**src/rtl/lcd_spi_writer.sv**
```systemverilog
// SPI (mode 0, MSB first) serializer for 9-bit LCD words: bit 8 drives D/C, bits 7:0 are shifted out.
// Each word ends with a one-cycle wr_done pulse, then a short hold-off before the next request is taken.
module lcd_spi_writer #(
  parameter int CLK_DIV = 2,
  parameter int HOLDOFF = 2
) (
  input  logic       sys_clk,
  input  logic       sys_rst_n,
  input  logic [8:0] data,
  input  logic       en_write,
  output logic       wr_done,
  output logic       busy,
  output logic       lcd_cs_n,
  output logic       lcd_dc,
  output logic       lcd_sclk,
  output logic       lcd_mosi
);

  localparam logic [2:0] IDLE     = 3'd0;
  localparam logic [2:0] SETUP    = 3'd1;
  localparam logic [2:0] SHIFT_HI = 3'd2;
  localparam logic [2:0] SHIFT_LO = 3'd3;
  localparam logic [2:0] FINISH   = 3'd4;
  localparam logic [2:0] HOLD     = 3'd5;

  localparam logic [7:0] DIV_LAST  = 8'(CLK_DIV - 1);
  localparam logic [7:0] HOLD_LAST = (HOLDOFF > 0) ? 8'(HOLDOFF - 1) : 8'd0;

  logic [2:0] state;
  logic [7:0] div_cnt;
  logic [2:0] bit_cnt;
  logic [7:0] shift_reg;
  logic       div_done;
  logic       accept_ok;

  assign div_done = (div_cnt == DIV_LAST);

  // The edge that ends the hold-off window may already take the next word,
  // so back-to-back requests lose no extra cycle.
  always_comb begin
    accept_ok = 1'b0;
    case (state)
      IDLE:    accept_ok = 1'b1;
      FINISH:  accept_ok = (HOLDOFF == 0);
      HOLD:    accept_ok = (div_cnt == HOLD_LAST);
      default: accept_ok = 1'b0;
    endcase
  end

  always_ff @(posedge sys_clk or negedge sys_rst_n) begin
    if (!sys_rst_n) begin
      state     <= IDLE;
      div_cnt   <= '0;
      bit_cnt   <= '0;
      shift_reg <= '0;
      wr_done   <= 1'b0;
      busy      <= 1'b0;
      lcd_cs_n  <= 1'b1;
      lcd_dc    <= 1'b0;
      lcd_sclk  <= 1'b0;
      lcd_mosi  <= 1'b0;
    end else begin
      wr_done <= 1'b0;
      if (accept_ok && en_write) begin
        state     <= SETUP;
        div_cnt   <= '0;
        bit_cnt   <= '0;
        shift_reg <= data[7:0];
        busy      <= 1'b1;
        lcd_cs_n  <= 1'b0;
        lcd_dc    <= data[8];
        lcd_mosi  <= data[7];
      end else begin
        case (state)
          IDLE: begin
          end
          SETUP: begin
            if (div_done) begin
              state    <= SHIFT_HI;
              div_cnt  <= '0;
              lcd_sclk <= 1'b1;
            end else begin
              div_cnt <= div_cnt + 8'd1;
            end
          end
          SHIFT_HI: begin
            if (div_done) begin
              state     <= SHIFT_LO;
              div_cnt   <= '0;
              lcd_sclk  <= 1'b0;
              shift_reg <= {shift_reg[6:0], 1'b0};
              lcd_mosi  <= shift_reg[6];
            end else begin
              div_cnt <= div_cnt + 8'd1;
            end
          end
          SHIFT_LO: begin
            if (div_done) begin
              div_cnt <= '0;
              bit_cnt <= bit_cnt + 3'd1;
              if (bit_cnt == 3'd7) begin
                state    <= FINISH;
                lcd_cs_n <= 1'b1;
                lcd_mosi <= 1'b0;
                wr_done  <= 1'b1;
              end else begin
                state    <= SHIFT_HI;
                lcd_sclk <= 1'b1;
              end
            end else begin
              div_cnt <= div_cnt + 8'd1;
            end
          end
          FINISH: begin
            div_cnt <= '0;
            if (HOLDOFF == 0) begin
              state <= IDLE;
              busy  <= 1'b0;
            end else begin
              state <= HOLD;
            end
          end
          HOLD: begin
            if (div_cnt == HOLD_LAST) begin
              state   <= IDLE;
              div_cnt <= '0;
              busy    <= 1'b0;
            end else begin
              div_cnt <= div_cnt + 8'd1;
            end
          end
          default: begin
            state <= IDLE;
          end
        endcase
      end
    end
  end

endmodule
```
**config.mk**
```make
export PLATFORM = sky130hd
export DESIGN_NAME = lcd_spi_writer
export DESIGN_NICKNAME = d
export VERILOG_FILES = /design/src/rtl/lcd_spi_writer.sv
export SDC_FILE = /design/constraint.sdc
export NUM_CORES = 1
export LEC_CHECK = 0
export BUFFER_PORTS_ARGS = -buffer_cell sky130_fd_sc_hd__buf_2
export CAP_MARGIN = 20
export CORE_AREA = 8 8 70 72
export DETAILED_ROUTE_END_ITERATION = 12
export DIE_AREA = 0 0 78 80
export PLACE_DENSITY = 0.6
export SYNTH_ARGS = -nofsm -noshare
export SYNTH_HDL_FRONTEND = slang
export SYNTH_SLANG_ARGS = --single-unit
```
**constraint.sdc**
```tcl
create_clock -name sys_clk -period 1.8 [get_ports sys_clk]
set_clock_uncertainty 0.15 [all_clocks]
set_input_delay 0.27 -clock sys_clk [delete_from_list [all_inputs] [get_ports sys_clk]]
set_output_delay 0.27 -clock sys_clk [all_outputs]
set_load 0.005 [all_outputs]
```
==> results.ini, run 1 <==
[status]
status=finished with violations
failed_checks=setup timing

[route]
num_vias=1278
drcViolationCount=0
totalWireLength_um=3492
final_antenna_net_count=0
dr.pass1.iters=4
routedWlPerCell_um=14.80
via_per_inst=5.415
drt_iter0_markers=63

[worst_hold_path]
hp-start=data[0]
hp-class=in2reg

[critical_path]
cp_top_family=simple AND/OR/NAND/NOR gates
cp-startpoint=div_cnt[1]
critPathMaxStageDelay_ps=390
crit_path_top_delay_cell=dfrtp_1
cp_num_buf_inv=2
critPathLaunchType=flip-flop
path_cells=inv_2, ha_4, nor3b_4, buf_6, nand2_4, or3_4, o221a_2
worstPathArrival_ps=1860
crit_fanout=7
end_kind=flip-flop
cp.required_ps=1820
timing.rr.start=div_cnt[1]
crit_type=reg2reg

[grt]
grt_pass1_wl_um=6223
track_usage=0.1213
antenna_found_initial=0
overflow=0
grt_max_degree=28
first_global_vias=1345

[placed_design]
dp_cells=225
io_buffers=17
routabilityCongestion=0.8644
hpwlAfterDp_um=2531
dp_slack_ps=-87.05

[yosys]
avgSynthCellArea_um2=10.45
synth_most_common_cell=dfrtp_1
synth.distinct_cells=46
synthTopCellsByArea=dfrtp_1, o221a_2, ha_1, or3_1, nand3_1
synth_edf_count=0
synth_commonest_cells=dfrtp_1, inv_1, nand2_1, nor2_1
synth_top_area_share=0.4414
yosysSeqAreaShare=0.4593
synthCells=141
synthesis.area_mm2=0.001474
ys_ff_latch=27
ys.flop_type=dfrtp_1
synth-async-reset-ratio=1.000
synth_area_leader_cell=dfrtp_1
yosys_warnings=0
synth.net_count=157

[flow_run]
maxCapViolations=0

[timing]
layout_min_cycle_time_ps=1844
slew_violations=0
rsz0062_at_grt=true
min_period_over_period=1.024
final_hold_viol_count=0
finalSetupViolations=8
timing.final.ws_setup_ps=-43.73
slew_headroom=0.5957
max_freq_mhz=542.4
worst_pin_slew_ps=606.4

[finish]
antenna_cells=0
stdcell_count=236
largest_register_ffs=8
syn_to_final_growth_pct=31.58
fin_nets=203
drive_above_1_share=0.4247

[floorplanning]
rows=23
die_w_um=78
core_area_mm2=0.003856
die_h_um=80
boundaryPins=18
die-area_mm2=0.006240
initial_core_util=0.3822

[clock_network]
ctsRootBufferMaster=clkbuf_8
cts_tree=done
clk_latency_ps=270
cts.sinks=27
clockBufferDepth=2
clkTransAtPathRegs_ps=90
numCtsBuffers=3
cts_max_level=1

[power_and_ir_drop]
power_density_mw_per_mm2=1657
peakVddDrop_uv=1177
p_leak_uw=0.0008775

## kinds of logic after synthesis
family / share of synthesized area
simple gates: 0.1885
buf+inv: 0.05688
flops: 0.4593
compound gates: 0.2258
xor+xnor: 0.01189
fa+ha+maj: 0.03396
mux: 0.02377
## where the power goes
| group | total (uW) | leakage (uW) | switching [uW] | internal, uW |
|---|---|---|---|---|
| logic | 1870 | 0.000527 | 891 | 978 |
| registers | 1000 | 0.000325 | 159 | 842 |
| clock network | 343 | 0.0000255 | 188 | 155 |
## repair_timing
| item | in CTS | in global routing |
|---|---|---|
| cloned | 1 | 0 |
| setup endpoints to repair | 12 | 22 |
| gates resized for setup | 9 | 10 |
| buffers inserted | 3 | 2 |
| hold buffers | 1 | 0 |
| pin swaps | 4 | 4 |
| endpoints found under the hold margin | 26 | 0 |
## cell type report
type                    instances  area (um^2)
clock buffers                   3        41.29
inverters                       8        30.03
multi-input cells             100        803.3
well taps                      50        62.56
repair buffers                 47        320.3
flip-flops and latches         27        676.9
clock inverters                 1        5.005
fillers                       372         1917
## through the flow
step | TNS [ps] | instance area (um^2) | utilization | hold WS, ps | power (uW)
final | -156.6 | 1939 | 0.5029 | 63.24 | 3213
after global placement | -119.8 | 1754 | 0.4549 | 155.9 | 2574
after CTS | -36.89 | 1879 | 0.4873 | 61.97 | 3118
after global routing | -1184 | 1939 | 0.5029 | 72.84 | 3501
after floorplan | -394.0 | 1480 | - | -175.6 | 2034
after detailed placement | -495.0 | 1754 | 0.4549 | 171.9 | 2629
## cells in the final DEF, fill, tap and decap left out, types with 2 or more instances in the layout
| cell type | instances |
|---|---|
| buf_6 | 2 |
| a31oi_1 | 3 |
| a2bb2oi_1 | 2 |
| buf_4 | 27 |
| nand3_1 | 6 |
| clkbuf_8 | 3 |
| ha_1 | 3 |
| nor2_1 | 7 |
| o22ai_1 | 3 |
| dfrtp_1 | 26 |
| a21oi_1 | 5 |
| nand4_1 | 2 |
| nand2_1 | 7 |
| nor3_1 | 3 |
| or3_1 | 5 |
| inv_1 | 7 |
| nand2b_1 | 3 |
| o21ai_0 | 6 |
| o221a_2 | 7 |
| a41oi_1 | 2 |
| a22o_1 | 2 |
| buf_2 | 17 |
## metal layers
layer | track usage | share of wire | up-vias
li1 | - | - | 623
met1 | 0.1382 | 0.42 | 626
met2 | 0.2089 | 0.52 | 23
met3 | 0.04279 | 0.049 | 6
met4 | 0.03704 | 0.011 | 0
met5 | 0 | 0 | -
## worst min-delay path: cells and delay by family
kind | cells | cell delay, ps
buffers and inverters | 2 | 130
multiplexers | 1 | 50
## worst paths after layout
check,cells after the start,endpoint,slack (ps)
min,3,shift_reg[0],60
min reg2reg,2,lcd_cs_n,330
max reg2reg,7,shift_reg[1],-40
max in group asynchronous,2,div_cnt[0],720
max,7,shift_reg[1],-40
min in group asynchronous,2,shift_reg[2],380
Note: power is estimated with default switching activity, not from simulation.
==> inputs of run 2 (changes only) <==
--- a/config.mk
+++ b/config.mk
@@ -7,10 +7,12 @@
 export LEC_CHECK = 0
 export BUFFER_PORTS_ARGS = -buffer_cell sky130_fd_sc_hd__buf_2
 export CAP_MARGIN = 20
-export CORE_AREA = 8 8 70 72
+export CORE_AREA = 2 2 64 66
 export DETAILED_ROUTE_END_ITERATION = 12
-export DIE_AREA = 0 0 78 80
+export DIE_AREA = 0 0 66 68
+export GPL_TIMING_DRIVEN = 0
 export PLACE_DENSITY = 0.6
+export SLEW_MARGIN = 40
 export SYNTH_ARGS = -nofsm -noshare
 export SYNTH_HDL_FRONTEND = slang
 export SYNTH_SLANG_ARGS = --single-unit
==> run 2 against run 1 <==
Net effect: the run still ends with setup timing left; first-iteration DRC count up 25%; critical path type unchanged; cell count fell by 2.1%; utilization is 0.26 points higher; global-route usage is 4.3 points higher; maximum frequency is 3.1% lower; non-clock buffer count decreased by 5; count of clock-buffer cells in the layout up 1; largest cell class unchanged.
==> results.ini, run 2 (synthesized netlist as in run 1, its figures left out) <==
[route]
totalWireLength_um=3522  ; +0.86%
final_antenna_net_count=0  ; unchanged
drcViolationCount=0  ; unchanged
num_vias=1263  ; -1.2%
routedWlPerCell_um=15.25  ; +3.0%
via_per_inst=5.468  ; +0.97%
drt_iter0_markers=79  ; +25%
dr.pass1.iters=4  ; unchanged

[finish]
n_fill_cell=353  ; -5.1%
antenna_cells=0  ; unchanged
stdcell_count=231  ; -2.1%
largest_register_ffs=8  ; unchanged
layout_common_cells=dfrtp_1, buf_2, buf_4
syn_to_final_growth_pct=32.26
multi_input_area_um2=855.8  ; +6.5%
ff_latch_area_um2=676.9  ; unchanged
layout_commonest_cell=dfrtp_1
fin_nets=198  ; -2.5%
drive_above_1_share=0.4309  ; +0.006208

[worst_hold_path]
hp-class=in2reg
hp-start=data[0]

[floorplanning]
boundaryPins=18  ; unchanged
initial_core_util=0.3822  ; unchanged
die-area_mm2=0.004488  ; -28%
die_h_um=68  ; -15%
die_w_um=66  ; -15%
core_area_mm2=0.003856  ; unchanged
rows=23  ; unchanged

[timing]
finalSetupViolations=12  ; +4
max_freq_mhz=525.4  ; -3.1%
timing.final.ws_setup_ps=-103.3  ; -59.60 ps
fin_tns_setup_ps=-686.1  ; -529.4 ps
slew_violations=0  ; unchanged
rsz0062_at_grt=true
worst_pin_slew_ps=615.5  ; +9.102 ps
timing.hold.ws_ps=66.91  ; +3.667 ps
min_period_over_period=1.057  ; +0.03311
final_hold_viol_count=0  ; unchanged
slew_headroom=0.5897  ; -0.006068
layout_min_cycle_time_ps=1903  ; +59.60 ps

[critical_path]
crit_type=reg2reg
crit_fanout=5  ; -2
critPathLaunchType=flip-flop
cp-startpoint=div_cnt[3]
end_kind=flip-flop
worstPathArrival_ps=1920  ; +60 ps
cp.required_ps=1810  ; about the same
timing.rr.start=div_cnt[3]

[clock_network]
cts_max_level=1  ; unchanged
clkTransAtPathRegs_ps=90  ; about the same
clk_latency_ps=270  ; about the same
cts_tree=done
numCtsBuffers=3  ; unchanged
cts.sinks=27  ; unchanged
clockBufferDepth=2  ; unchanged
ctsRootBufferMaster=clkbuf_8

[power_and_ir_drop]
power_density_mw_per_mm2=1693  ; +2.2%
clkPwrFrac=0.103  ; -0.004
power.internal_uw=1985  ; +0.47%
finalPower_uw=3300  ; +2.7%
switchingPower_uw=1315  ; +6.3%
combPwrFrac=0.592  ; +0.010
pwr-share-seq=0.305  ; -0.006
peakVddDrop_uv=518.2  ; -56%
swShare=0.3986  ; +0.01344
p_leak_uw=0.0008592  ; -2.1%

[grt]
grt_max_degree=28  ; unchanged
overflow=0  ; unchanged
first_global_vias=1225  ; -8.9%
grt_pass1_wl_um=5637  ; -9.4%
antenna_found_initial=0  ; unchanged
track_usage=0.1644  ; +0.04310

[placed_design]
dp_slack_ps=-269.4  ; -182.3 ps
routabilityCongestion=0.8508  ; -1.6%
io_buffers=17  ; unchanged
hpwlAfterDp_um=2139  ; -15%
dp_cells=208  ; -7.6%

[status]
failed_checks=setup timing
status=finished with violations

[flow_run]
maxCapViolations=0  ; unchanged

==> run 2: worst paths after layout <==
kind                                endpoint  cells past startpoint  slack (ps)
worst min register to register      lcd_cs_n                      2         350
worst max register to register        lcd_dc                      5        -100
worst max-delay path                  lcd_dc                      5        -100
worst min-delay path            shift_reg[0]                      3          70
min in group asynchronous       shift_reg[3]                      2         390
max in group asynchronous           state[2]                      2         710
==> run 2: layer usage <==
metal  GRT usage  share of wire  vias up
met5           0              0        -
met4     0.05867          0.017        0
met3     0.02467          0.029        6
met2      0.2955           0.51       19
met1      0.2014           0.44      629
li1            -              -      609
==> run 2: repair_timing <==
action	4_1_cts	5_1_grt
hold buffers	1	0
pin swaps	6	11
cloned	1	0
buffers inserted	13	5
endpoints found under the setup margin	23	26
resized for setup	14	19
endpoints found under the hold margin	26	0
==> run 2: cell type report <==
class,instances,share of cell area
plain buffers,6,0.02311
clock buffers,4,0.02311
inverters,8,0.01540
multi-input cells,100,0.4390
flip-flops and latches,27,0.3472
well taps,50,0.03209
repair buffers,36,0.1200
==> run 2: metrics by stage <==
step,cell area (um^2),util
after floorplan,1480,-
after global placement,1628,0.4221
after detailed placement,1628,0.4221
after CTS,1847,0.4789
after global routing,1949,0.5055
final,1949,0.5055
==> run 2: worst max-delay path: stages, from the launching register on <==
cell and delay [ps]:
dfrtp_1 380, buf_6 130, nor4_4 360, and3_4 320, a31oi_4 140, mux2_4 320
==> run 2: power by group through the flow <==
stage,Sequential (uW),Combinational [uW],Clock [uW]
global placement,1010,1300,0
detailed placement,1030,1340,0
global route,1030,2140,383
CTS,997,1650,355
floorplan,990,1040,0
finish,1010,1960,338
==> inputs of run 3 (changes only) <==
--- a/config.mk
+++ b/config.mk
@@ -11,6 +11,7 @@
 export DETAILED_ROUTE_END_ITERATION = 12
 export DIE_AREA = 0 0 66 68
 export GPL_TIMING_DRIVEN = 0
+export MAX_ROUTING_LAYER = met4
 export PLACE_DENSITY = 0.6
 export SLEW_MARGIN = 40
 export SYNTH_ARGS = -nofsm -noshare
==> run 3 against run 2 <==
Net effect: the flow still finishes with violations (setup timing); first-iteration DRC count down 5.1%; global-route usage is 0.48 points higher; die area stayed put; power barely moved; critical path depth is the same; maximum frequency decreased by 0.14%; register-to-register slack barely moved; sequential power about the same; clock power barely moved; sequential cell count did not move; count of clock-buffer cells in the layout stayed put.
==> results.ini, run 3 (synthesized netlist as in run 1, its figures left out) <==
[worst_hold_path]
hp-start=data[0]
hp-class=in2reg

[power_and_ir_drop]
peakVddDrop_uv=518.7  ; about the same
switchingPower_uw=1313  ; -0.19%
power_density_mw_per_mm2=1692  ; about the same
p_leak_uw=0.0008592  ; unchanged
clkPwrFrac=0.103  ; about the same
power.internal_uw=1985  ; unchanged
finalPower_uw=3298  ; about the same
swShare=0.3982  ; -0.0004498
combPwrFrac=0.592  ; about the same
pwr-share-seq=0.305  ; about the same

[status]
status=finished with violations
failed_checks=setup timing

[route]
totalWireLength_um=3516  ; -0.17%
via_per_inst=5.446  ; -0.40%
routedWlPerCell_um=15.22  ; -0.17%
num_vias=1258  ; -0.40%
drt_iter0_markers=75  ; -5.1%
drcViolationCount=0  ; unchanged
final_antenna_net_count=0  ; unchanged
dr.pass1.iters=4  ; unchanged

[placed_design]
dp_cells=208  ; unchanged
routabilityCongestion=0.8643  ; +1.6%
io_buffers=17  ; unchanged
hpwlAfterDp_um=2139  ; unchanged
place_area_mm2=0.001628  ; unchanged

[clock_network]
ctsRootBufferMaster=clkbuf_8
clk_latency_ps=270  ; about the same
clkTransAtPathRegs_ps=90  ; about the same
cts.sinks=27  ; unchanged
cts_tree=done
clockBufferDepth=2  ; unchanged
cts_max_level=1  ; unchanged
numCtsBuffers=3  ; unchanged

[critical_path]
crit_type=reg2reg
regToRegSetupSlack_ps=-110  ; about the same
endpoint=lcd_dc
critPathLaunchType=flip-flop
end_kind=flip-flop
cp-startpoint=div_cnt[3]
r2r_end=lcd_dc
crit_fanout=5  ; unchanged
reg2reg_depth=5  ; unchanged
worstPathArrival_ps=1920  ; about the same
timing.rr.start=div_cnt[3]
cp.required_ps=1810  ; about the same

[timing]
rsz0062_at_grt=true
slew_headroom=0.5896  ; about the same
worst_pin_slew_ps=615.6  ; +0.07588 ps
final_hold_viol_count=0  ; unchanged
finalSetupViolations=12  ; unchanged
max_freq_mhz=524.7  ; -0.14%
min_period_over_period=1.059  ; +0.001465
slew_violations=0  ; unchanged
timing.final.ws_setup_ps=-106.0  ; -2.637 ps
layout_min_cycle_time_ps=1906  ; +2.637 ps

[grt]
track_usage=0.1692  ; +0.004766
first_global_vias=1224  ; -0.082%
overflow=0  ; unchanged
grt_pass1_wl_um=5637  ; unchanged
antenna_found_initial=0  ; unchanged
grt_max_degree=28  ; unchanged

[finish]
stdcell_count=231  ; unchanged
layout_commonest_cell=dfrtp_1
layout_common_cells=dfrtp_1, buf_2, buf_4
fin_nets=198  ; unchanged
n_fill_cell=353  ; unchanged
multi_input_area_um2=855.8  ; unchanged
drive_above_1_share=0.4309  ; unchanged
post-route-cell-area_mm2=0.001949  ; unchanged
final_core_util=0.5055  ; unchanged
syn_to_final_growth_pct=32.26  ; unchanged
largest_register_ffs=8  ; unchanged
ff_latch_area_um2=676.9  ; unchanged
antenna_cells=0  ; unchanged

[flow_run]
maxCapViolations=0  ; unchanged

[floorplanning]
boundaryPins=18  ; unchanged
core_area_mm2=0.003856  ; unchanged
rows=23  ; unchanged
die-area_mm2=0.004488  ; unchanged
die_h_um=68  ; unchanged
die_w_um=66  ; unchanged
initial_core_util=0.3822  ; unchanged

==> run 3: cell counts in the layout (fill, tap and decap cells not counted) <==
Identical to the previous run, type by type.
==> run 3: how the worst min path moves through the flow <==
stage,to,cells past startpoint,slack (ps)
2_1_floorplan,bit_cnt[0],0,-180
3_3_place_gp,shift_reg[4],1,160
3_5_place_dp,shift_reg[2],1,170
4_1_cts,shift_reg[0],3,60
5_1_grt,shift_reg[0],3,60
6_report,shift_reg[0],3,70
==> run 3: through the flow <==
step | hold slack, ps | setup slack [ps] | setup TNS (ps)
final | 66.87 | -106.0 | -704.3
after global routing | 57.61 | -177.7 | -2402
after CTS | 64.01 | -130.7 | -954.3
after detailed placement | 168.5 | -269.4 | -2935
after global placement | 157.0 | -236.6 | -2234
after floorplan | -175.6 | -82.97 | -394.0
==> run 3: timing repair <==
item | 4_1_cts | 5_1_grt
hold buffers | 1 | 0
cloned | 1 | 0
buffers inserted | 13 | 5
resized for setup | 14 | 19
pin swaps | 6 | 11
setup endpoints to repair | 23 | 26
endpoints found under the hold margin | 26 | 0
==> run 3: area by class of cell <==
cell class | count | area share
Timing Repair Buffer | 36 | 0.1200
Clock buffer | 4 | 0.02311
Inverter | 8 | 0.01540
Tap cell | 50 | 0.03209
Buffer | 6 | 0.02311
Sequential cell | 27 | 0.3472
Multi-Input combinational cell | 100 | 0.4390
==> run 3: power groups by stage <==
stage,sequential [uW],combinational [uW],clock (uW)
after CTS,997,1650,355
after floorplan,990,1040,0
final,1010,1950,338
after detailed placement,1030,1340,0
after global placement,1010,1300,0
after global routing,1030,2140,383
==> run 3: routing by layer <==
layer | vias to the layer above | share of wire | global-route usage
met5 | - | 0 | -
met2 | 19 | 0.51 | 0.2955
li1 | 609 | - | -
met3 | 6 | 0.030 | 0.02467
met4 | 0 | 0.017 | 0.05867
met1 | 624 | 0.44 | 0.2014
==> run 3: worst max-delay path, cell delays in order, from the launching register on <==
cell and delay (ps):
dfrtp_1 380, buf_6 130, nor4_4 360, and3_4 320, a31oi_4 140, mux2_4 320
